==> src/rtl/fifo_replay_ctrl_if.sv <==
// Handshake bundle between the replay sequencer and its host, load stream, consumer and buffer.
// master = sequencer side, slave = environment side.
interface fifo_replay_ctrl_if #(
    parameter int DATA_WIDTH = 16,
    parameter int FIFO_SIZE  = 4608,
    parameter int PASS_W     = 8,
    parameter int HOLD_W     = 4
);
    localparam int LEN_W = $clog2(FIFO_SIZE + 1);

    logic                  start;
    logic [LEN_W-1:0]      cfg_len;
    logic [PASS_W-1:0]     cfg_passes;
    logic [HOLD_W-1:0]     cfg_hold;
    logic                  ld_valid;
    logic                  ld_ready;
    logic [DATA_WIDTH-1:0] ld_data;
    logic                  out_ready;
    logic                  wr_clr;
    logic                  wr_en;
    logic                  wr_inc;
    logic [DATA_WIDTH-1:0] data_in_fifo;
    logic                  rd_clr;
    logic                  rd_en;
    logic                  rd_inc;
    logic                  out_valid;
    logic                  out_last;
    logic [PASS_W-1:0]     pass_idx;
    logic                  busy;
    logic                  done;
    logic                  cfg_err;

    modport master (
        input  start, cfg_len, cfg_passes, cfg_hold, ld_valid, ld_data, out_ready,
        output ld_ready, wr_clr, wr_en, wr_inc, data_in_fifo, rd_clr, rd_en, rd_inc,
               out_valid, out_last, pass_idx, busy, done, cfg_err
    );

    modport slave (
        output start, cfg_len, cfg_passes, cfg_hold, ld_valid, ld_data, out_ready,
        input  ld_ready, wr_clr, wr_en, wr_inc, data_in_fifo, rd_clr, rd_en, rd_inc,
               out_valid, out_last, pass_idx, busy, done, cfg_err
    );
endinterface

==> src/rtl/fifo_replay_ctrl.sv <==
// Load/replay sequencer for one FIFO buffer: fills it from a valid/ready stream, then replays
// the contents cfg_passes times with optional per-word hold, realigning the 1-cycle read latency.
module fifo_replay_ctrl #(
    parameter int DATA_WIDTH = 16,
    parameter int FIFO_SIZE  = 4608,
    parameter int PASS_W     = 8,
    parameter int HOLD_W     = 4
) (
    input  logic              clk,
    input  logic              rst_n,
    fifo_replay_ctrl_if.master bus
);
    localparam int LEN_W = $clog2(FIFO_SIZE + 1);

    typedef enum logic [2:0] {S_IDLE, S_CLR, S_LOAD, S_READ, S_RCLR, S_FIN} state_t;

    state_t            state_q;
    logic [LEN_W-1:0]  len_q, cnt_q;
    logic [PASS_W-1:0] passes_q, pass_q;
    logic [HOLD_W-1:0] hold_q, hcnt_q;
    logic              wclr_q, rclr_q, busy_q, done_q, err_q, ovld_q, olast_q;

    logic ld_fire, rd_en, rd_inc, word_last, pass_last, eop, cfg_bad;

    assign ld_fire   = (state_q == S_LOAD) && bus.ld_valid;
    assign rd_en     = (state_q == S_READ) && bus.out_ready;
    assign rd_inc    = rd_en && (hcnt_q == hold_q);
    // cnt_q serves as the load counter in LOAD and the word counter in READ
    assign word_last = (cnt_q == len_q - LEN_W'(1));
    assign pass_last = (pass_q == passes_q - PASS_W'(1));
    assign eop       = rd_inc && word_last;
    assign cfg_bad   = (bus.cfg_len == '0) || (bus.cfg_len > LEN_W'(FIFO_SIZE));

    always_ff @(posedge clk or negedge rst_n) begin
        if (!rst_n) begin
            state_q  <= S_IDLE;
            len_q    <= '0;
            cnt_q    <= '0;
            passes_q <= '0;
            pass_q   <= '0;
            hold_q   <= '0;
            hcnt_q   <= '0;
            wclr_q   <= 1'b0;
            rclr_q   <= 1'b0;
            busy_q   <= 1'b0;
            done_q   <= 1'b0;
            err_q    <= 1'b0;
            ovld_q   <= 1'b0;
            olast_q  <= 1'b0;
        end else begin
            wclr_q  <= 1'b0;
            rclr_q  <= 1'b0;
            done_q  <= 1'b0;
            err_q   <= 1'b0;
            // buffer data appears one cycle after rd_en, so status follows it by one
            ovld_q  <= rd_en;
            olast_q <= eop;
            case (state_q)
                S_IDLE: begin
                    if (bus.start) begin
                        if (cfg_bad) begin
                            err_q <= 1'b1;
                        end else begin
                            len_q    <= bus.cfg_len;
                            passes_q <= bus.cfg_passes;
                            hold_q   <= bus.cfg_hold;
                            pass_q   <= '0;
                            cnt_q    <= '0;
                            hcnt_q   <= '0;
                            wclr_q   <= 1'b1;
                            rclr_q   <= 1'b1;
                            busy_q   <= 1'b1;
                            state_q  <= S_CLR;
                        end
                    end
                end
                S_CLR: state_q <= S_LOAD;
                S_LOAD: begin
                    if (ld_fire) begin
                        if (word_last) begin
                            cnt_q <= '0;
                            if (passes_q == '0) begin
                                done_q  <= 1'b1;
                                state_q <= S_FIN;
                            end else begin
                                state_q <= S_READ;
                            end
                        end else begin
                            cnt_q <= cnt_q + LEN_W'(1);
                        end
                    end
                end
                S_READ: begin
                    if (rd_en) begin
                        if (rd_inc) begin
                            hcnt_q <= '0;
                            if (word_last) begin
                                cnt_q <= '0;
                                if (pass_last) begin
                                    done_q  <= 1'b1;
                                    state_q <= S_FIN;
                                end else begin
                                    rclr_q  <= 1'b1;
                                    state_q <= S_RCLR;
                                end
                            end else begin
                                cnt_q <= cnt_q + LEN_W'(1);
                            end
                        end else begin
                            hcnt_q <= hcnt_q + HOLD_W'(1);
                        end
                    end
                end
                S_RCLR: begin
                    pass_q  <= pass_q + PASS_W'(1);
                    cnt_q   <= '0;
                    hcnt_q  <= '0;
                    state_q <= S_READ;
                end
                S_FIN: begin
                    busy_q  <= 1'b0;
                    state_q <= S_IDLE;
                end
                default: state_q <= S_IDLE;
            endcase
        end
    end

    assign bus.ld_ready     = (state_q == S_LOAD);
    assign bus.wr_en        = ld_fire;
    assign bus.wr_inc       = (state_q == S_LOAD);
    assign bus.wr_clr       = wclr_q;
    assign bus.data_in_fifo = bus.ld_data;
    assign bus.rd_clr       = rclr_q;
    assign bus.rd_en        = rd_en;
    assign bus.rd_inc       = rd_inc;
    assign bus.out_valid    = ovld_q;
    assign bus.out_last     = olast_q;
    assign bus.pass_idx     = pass_q;
    assign bus.busy         = busy_q;
    assign bus.done         = done_q;
    assign bus.cfg_err      = err_q;
endmodule

==> src/flat_wrapper.sv <==
// flat-port wrapper written by rule: the top's interface ports become plain ports
module fifo_replay_ctrl_flat 
#(
    parameter int DATA_WIDTH = 16,
    parameter int FIFO_SIZE  = 4608,
    parameter int PASS_W     = 8,
    parameter int HOLD_W     = 4
)
  (clk, rst_n, bus_start, bus_cfg_len, bus_cfg_passes, bus_cfg_hold, bus_ld_valid, bus_ld_data, bus_out_ready, bus_ld_ready, bus_wr_clr, bus_wr_en, bus_wr_inc, bus_data_in_fifo, bus_rd_clr, bus_rd_en, bus_rd_inc, bus_out_valid, bus_out_last, bus_pass_idx, bus_busy, bus_done, bus_cfg_err);
  fifo_replay_ctrl_if #(.DATA_WIDTH(DATA_WIDTH), .FIFO_SIZE(FIFO_SIZE), .PASS_W(PASS_W), .HOLD_W(HOLD_W)) bus_i ();
  input  logic clk;
  input  logic rst_n;
  input wire logic [$bits(bus_i.start)-1:0] bus_start;
  input wire logic [$bits(bus_i.cfg_len)-1:0] bus_cfg_len;
  input wire logic [$bits(bus_i.cfg_passes)-1:0] bus_cfg_passes;
  input wire logic [$bits(bus_i.cfg_hold)-1:0] bus_cfg_hold;
  input wire logic [$bits(bus_i.ld_valid)-1:0] bus_ld_valid;
  input wire logic [$bits(bus_i.ld_data)-1:0] bus_ld_data;
  input wire logic [$bits(bus_i.out_ready)-1:0] bus_out_ready;
  output wire logic [$bits(bus_i.ld_ready)-1:0] bus_ld_ready;
  output wire logic [$bits(bus_i.wr_clr)-1:0] bus_wr_clr;
  output wire logic [$bits(bus_i.wr_en)-1:0] bus_wr_en;
  output wire logic [$bits(bus_i.wr_inc)-1:0] bus_wr_inc;
  output wire logic [$bits(bus_i.data_in_fifo)-1:0] bus_data_in_fifo;
  output wire logic [$bits(bus_i.rd_clr)-1:0] bus_rd_clr;
  output wire logic [$bits(bus_i.rd_en)-1:0] bus_rd_en;
  output wire logic [$bits(bus_i.rd_inc)-1:0] bus_rd_inc;
  output wire logic [$bits(bus_i.out_valid)-1:0] bus_out_valid;
  output wire logic [$bits(bus_i.out_last)-1:0] bus_out_last;
  output wire logic [$bits(bus_i.pass_idx)-1:0] bus_pass_idx;
  output wire logic [$bits(bus_i.busy)-1:0] bus_busy;
  output wire logic [$bits(bus_i.done)-1:0] bus_done;
  output wire logic [$bits(bus_i.cfg_err)-1:0] bus_cfg_err;
  assign bus_i.start = bus_start;
  assign bus_i.cfg_len = bus_cfg_len;
  assign bus_i.cfg_passes = bus_cfg_passes;
  assign bus_i.cfg_hold = bus_cfg_hold;
  assign bus_i.ld_valid = bus_ld_valid;
  assign bus_i.ld_data = bus_ld_data;
  assign bus_i.out_ready = bus_out_ready;
  assign bus_ld_ready = bus_i.ld_ready;
  assign bus_wr_clr = bus_i.wr_clr;
  assign bus_wr_en = bus_i.wr_en;
  assign bus_wr_inc = bus_i.wr_inc;
  assign bus_data_in_fifo = bus_i.data_in_fifo;
  assign bus_rd_clr = bus_i.rd_clr;
  assign bus_rd_en = bus_i.rd_en;
  assign bus_rd_inc = bus_i.rd_inc;
  assign bus_out_valid = bus_i.out_valid;
  assign bus_out_last = bus_i.out_last;
  assign bus_pass_idx = bus_i.pass_idx;
  assign bus_busy = bus_i.busy;
  assign bus_done = bus_i.done;
  assign bus_cfg_err = bus_i.cfg_err;
  fifo_replay_ctrl #(.DATA_WIDTH(DATA_WIDTH), .FIFO_SIZE(FIFO_SIZE), .PASS_W(PASS_W), .HOLD_W(HOLD_W)) u_core (.clk(clk), .rst_n(rst_n), .bus(bus_i));
endmodule
==> config.mk <==
export PLATFORM = sky130hd
export DESIGN_NAME = fifo_replay_ctrl_flat
export DESIGN_NICKNAME = d
export VERILOG_FILES = /design/src/rtl/fifo_replay_ctrl_if.sv /design/src/rtl/fifo_replay_ctrl.sv /design/src/flat_wrapper.sv
export SDC_FILE = /design/constraint.sdc
export NUM_CORES = 1
export LEC_CHECK = 0
export CAP_MARGIN = 15
export CORE_UTILIZATION = 55
export DETAILED_ROUTE_END_ITERATION = 10
export GPL_TIMING_DRIVEN = 1
export PLACE_DENSITY = 0.86
export SLEW_MARGIN = 20
export SYNTH_ARGS = -nofsm -noshare
export SYNTH_HDL_FRONTEND = slang
export SYNTH_SLANG_ARGS = --single-unit
export TNS_END_PERCENT = 50
==> constraint.sdc <==
create_clock -name clk -period 5.31 [get_ports clk]
set_input_delay 1.593 -clock clk [delete_from_list [all_inputs] [get_ports clk]]
set_output_delay 1.593 -clock clk [all_outputs]
set_load 0.03 [all_outputs]
# Word-level counts from Yosys, hierarchy flattened
# Index checks and enable logic that the tools add are counted.
[word_totals] word_cells=101 register_bits=60 input_bits=46
[classes] add_sub_neg=5 n_lt_le_gt_ge=1 bitwise_logic=1 n_eq_ne=15 muxes=47 n_reduce_logical=18
[op_table] operator="13-bit two-way mux" count=6
[op_table] operator="13-bit one-hot mux with 4 select lines" count=1
[op_table] operator="3-bit two-way mux" count=8
[op_table] operator="1-bit two-way mux" count=20
[op_table] operator="4-bit two-way mux" count=4
[op_table] operator="8-bit two-way mux" count=2
[op_table] operator="8-bit one-hot mux with 2 select lines" count=1
[op_table] operator="3-bit one-hot mux with 5 select lines" count=1
[op_table] operator="13-bit by 1-bit adder with 13-bit output (second input constant)" count=1
[op_table] operator="13-bit equality test" count=1
[op_table] operator="13-bit > comparator (second input constant)" count=1
[op_table] operator="13-bit zero test" count=1
[op_table] operator="13-bit by 1-bit subtractor with 13-bit output (second input constant)" count=1
[op_table] operator="4-bit one-hot mux with 3 select lines" count=1
[op_table] operator="2-bit by 1-bit != test with 1-bit output (second input constant)" count=5
[op_table] operator="3-bit AND reduction" count=3
[op_table] operator="8-bit by 1-bit adder with 8-bit output (second input constant)" count=1
[op_table] operator="8-bit equality test" count=1
[op_table] operator="8-bit zero test" count=1
[op_table] operator="8-bit by 1-bit subtractor with 8-bit output (second input constant)" count=1
[op_table] operator="7-bit AND reduction" count=1
[op_table] operator="3-bit by 2-bit equality test with 1-bit output (second input constant)" count=2
[op_table] operator="3-bit equality test (second input constant)" count=2
[op_table] operator="1-bit one-hot mux with 2 select lines" count=3
[op_table] operator="other kinds (13)" count=18

# Depth between registers and ports, before layout
[logic_depth] word_depth=7 ltp_mapped=11

# Least setup slack after synthesis
# Ideal clock, no wire load.
[synth_path] path_kind="input port to output port" startpoint="input port bus_out_ready" endpoint="output port bus_rd_inc" stages=4 required_ps=3717 arrival_ps=2554 slack_ps=1163 path_buffers=1 cell_sequence="nand3_1 -> or4_1 -> clkbuf_1 -> inv_1"
[synth_between] elab_chain_len=2
[synth_rtl] item="start: declaration" line_no="flat_wrapper.sv:19" source="input wire logic [$bits(bus_i.out_ready)-1:0] bus_out_ready;"
[synth_rtl] item="1-bit logical AND" line_no="fifo_replay_ctrl.sv:26" source="assign rd_en = (state_q == S_READ) && bus.out_ready;"
[synth_rtl] item="1-bit logical AND" line_no="fifo_replay_ctrl.sv:27" source="assign rd_inc = rd_en && (hcnt_q == hold_q);"
[synth_rtl] item="end: declaration" line_no="flat_wrapper.sv:27" source="output wire logic [$bits(bus_i.rd_inc)-1:0] bus_rd_inc;"
# No other way between the ends.

# Worst setup path after layout
# Ends and elaborated chain as after synthesis.

==> impl_results.md <==
* Sequential share of the synthesized area at 41.3%
* Slew @ Worst Pin at roughly 0.75 ns
* Synthesized net count at around 450
* Synth warn at 0
* Fillcell total at around 460
* Setup Total Neg Slack at 0 ns
* Required time worst endpoint at between 3 and 4 ns
* Post-Syn Instances at 394
* Yosys top cell area share at approximately two fifths
* Core area at between 6000 and 7000 um2
* Async S/R FF share, synth at between 90% and 100%
* Max Buffers Root-to-Sink at 2
* Slew headroom at around 50%
* CP Class: in -> out
* DR vias/cell at ~6.2
* Worst vdd rail ir drop at approximately 0.3 mV
* Crit path launch type: input port
* Initial Util at roughly 57%
* F_max at between 150 and 200 MHz
* Setup bufs post-CTS at 0
* Hold WS at ~0.51 ns
* CP endpoint kind: primary output
* Buffers on Ports at between 40 and 50
* Syn_area_per_cell at between 9 and 10 um2
* Routed WL at 8080 um
* # Max-Cap Violations at 0
* Total clock sinks at 60
* DRC Markers at 0
* Post-CTS Hold Fix Bufs at 0
* DRT antenna net count at 0
* CTS tree: done
* Gates resized, CTS repair at 0
* Period utilisation layout at 94.7%
* Largest net degree at the start of global routing at roughly 60
* Crit path max fanout at 3
* Setup Viol. Count Final at 0
* Layout area overhead at 17.8%
* Total grt overflow at 0
* # H-tree levels at 3
* Cell Pwr Density at just over 500 nW/um2
* Antenna violations before repair at 0
* First drt pass iteration count at 5
* IO Pins at 82
* Die area at between 6000 and 7000 um2
* Post-DP HPWL at a little under 6000 um
* Final RePlAce weighted congestion at 0.886
* Leak at ~1.8 nW
* Synth cell count leaders: dfrtp_1 (60), nand2_1 (38), nor2_1 (28)
* Final net count at around 480
* Initial drt markers at roughly 250
* Clk Latency, worst-skew pair at between 0.3 and 0.4 ns
* Vias in the first global route at 2,998
* Top_reg_cell synth: dfrtp_1
* Wire per inst at about 16 um
* Most numerous cell in the Yosys netlist: dfrtp_1
* Fin area at 4280 um2
* Area contributors post-synth: dfrtp_1 (41%), mux2_2 (5.9%), nand2_1 (3.9%)
* Clock transition at the registers of the reported paths at 0.07 ns
* Layout cells sized above 1 at a little under an eighth
* Crit path DAT at between 3 and 4 ns
* RSZ-0062 raised after global routing: no
* Tmin final at ~5.0 ns
* Finished Core Util at 67.4%
* Total Power at approximately 0.0022 W
* Hold/Removal Path Class: reg -> reg
* Antenna cells at 0
* Root Driver: clkbuf_8
* Post-synth EDFFs at 0
* Die span in y at approximately 83 um
* Area after DPL at about 4100 um2
* Distinct cell type count after synthesis at 55
* TritonCTS buffer count at 9
* Row count at 29
* First-pass GRT wire length at about 14,000 um
* Post-synth top area cell: dfrtp_1
* Via count at 3,157
* Number of synthesized register bits at 60
* Die Wd at 83.3 um
* Fin. Hold Viols at 0
* Total GRT Usage at 25.1%
* Slew Limit Fails at 0
* Status: finished, final reports clean
* Cell Area, Synth at 3630 um2
* Worst clock skew at slightly above 0.007 ns
## registers in the layout, indices dropped and copies added, names as in the netlist
register,flops
u_core.passes_q,8
u_core.len_q,13
u_core.bus.wr_clr,1
u_core.cnt_q,13
u_core.hold_q,4
u_core.bus.cfg_err,1
u_core.bus.out_last,1
u_core.bus.done,1
u_core.bus.pass_idx,8
u_core.bus.busy,1
u_core.bus.rd_clr,1
u_core.hcnt_q,4
u_core.state_q,3
u_core.bus.out_valid,1
## worst max-delay path: stages
cell and delay (ns):
clkdlybuf4s50_1 0.45, nand3_1 0.10, or4_1 0.56, inv_1 0.07, clkdlybuf4s50_1 0.66
## placed cells by master (no fill, tap or decap), types with 2 or more instances in the layout
master           netlist  final
o22ai_1                3      3
a31o_2                 3      3
a21o_1                 3      3
o32a_1                 2      2
nor2b_1                6      6
or4_1                  5      5
dfrtp_1               60     60
a21oi_1               12     12
nor4_1                 5      5
xor2_1                16     16
ha_1                   5      5
clkbuf_1              14      2
a211oi_1               2      2
inv_1                 20     20
nor2_1                28     28
a2111oi_0              2      2
mux2_2                19     19
xnor2_1               15     15
o311ai_0               3      3
a22o_1                 4      4
buf_4                 17      5
a22oi_1                2      2
bufinv_16              0      2
nand3_1               18     18
nor3_1                15     15
clkbuf_8               0     10
o21ai_0               27     27
or4b_1                 2      2
nand2_1               38     38
a221o_1                2      2
nand2b_1               5      5
clkdlybuf4s50_1        0     48
nand4_1                9      9
and3_1                 7      7
## kinds of logic (layout without fill, tap and decap cells)
group                    after synthesis  in the layout  share of synthesized area, %
AO/OA/AOI/OAI                         76             76                          14.6
XOR/XNOR                              31             31                          7.47
adder cells (fa/ha/maj)                5              5                          1.72
buffers and inverters                 53             90                          7.47
flip-flops                            60             60                          41.3
multiplexers                          20             20                          6.16
AND/OR/NAND/NOR                      149            149                          21.2
## worst paths after layout
kind	start	end	slack, ns	depth (start not counted)
max in group asynchronous	rst_n	u_core.bus.wr_clr$_DFF_PN0_	3.40	2
setup reg to reg	u_core.len_q[3]$_DFFE_PN0P_	u_core.cnt_q[8]$_DFFE_PN0P_	2.23	7
hold reg to reg	u_core.bus.busy$_DFFE_PN0P_	u_core.bus.busy$_DFFE_PN0P_	0.51	1
setup / recovery	bus_out_ready	bus_rd_inc	0.28	5
min in group asynchronous	rst_n	u_core.passes_q[4]$_DFFE_PN0P_	1.40	2
hold / removal	u_core.bus.busy$_DFFE_PN0P_	u_core.bus.busy$_DFFE_PN0P_	0.51	1
## area by class of cell
type,instances,area [um2],share of cell area [%]
multi-input cells,281,1870,43.6
clock buffers,12,145,3.39
well taps,77,96.3,2.25
inverters,20,75.1,1.75
clock inverters,4,72.6,1.70
flip-flops and latches,60,1500,35.1
repair buffers,54,523,12.2
## metal layers
| layer | global-route usage (%) | wire length [um] | part of all wire (%) |
|---|---|---|---|
| met3 | 4.37 | 531 | 6.6 |
| met1 | 33.4 | 3510 | 43 |
| met5 | 0 | 0 | 0 |
| met2 | 39.6 | 3810 | 47 |
| met4 | 12.4 | 225 | 2.8 |
## per-stage QoR
step	worst slack [ns]	instances
2_1_floorplan	1.16	394
3_3_place_gp	0.291	492
3_5_place_dp	0.277	492
4_1_cts	0.277	508
5_1_grt	0.188	508
6_report	0.282	508
## power by group
part / internal [W] / switching (W) / total (W)
Combinational: 0.000410 / 0.000492 / 0.000901
Clock: 0.000277 / 0.000182 / 0.000459
Sequential: 0.000611 / 0.000228 / 0.000840
Total: 0.00130 / 0.000902 / 0.00220
No activity file was read; power rests on OpenSTA's default activity.
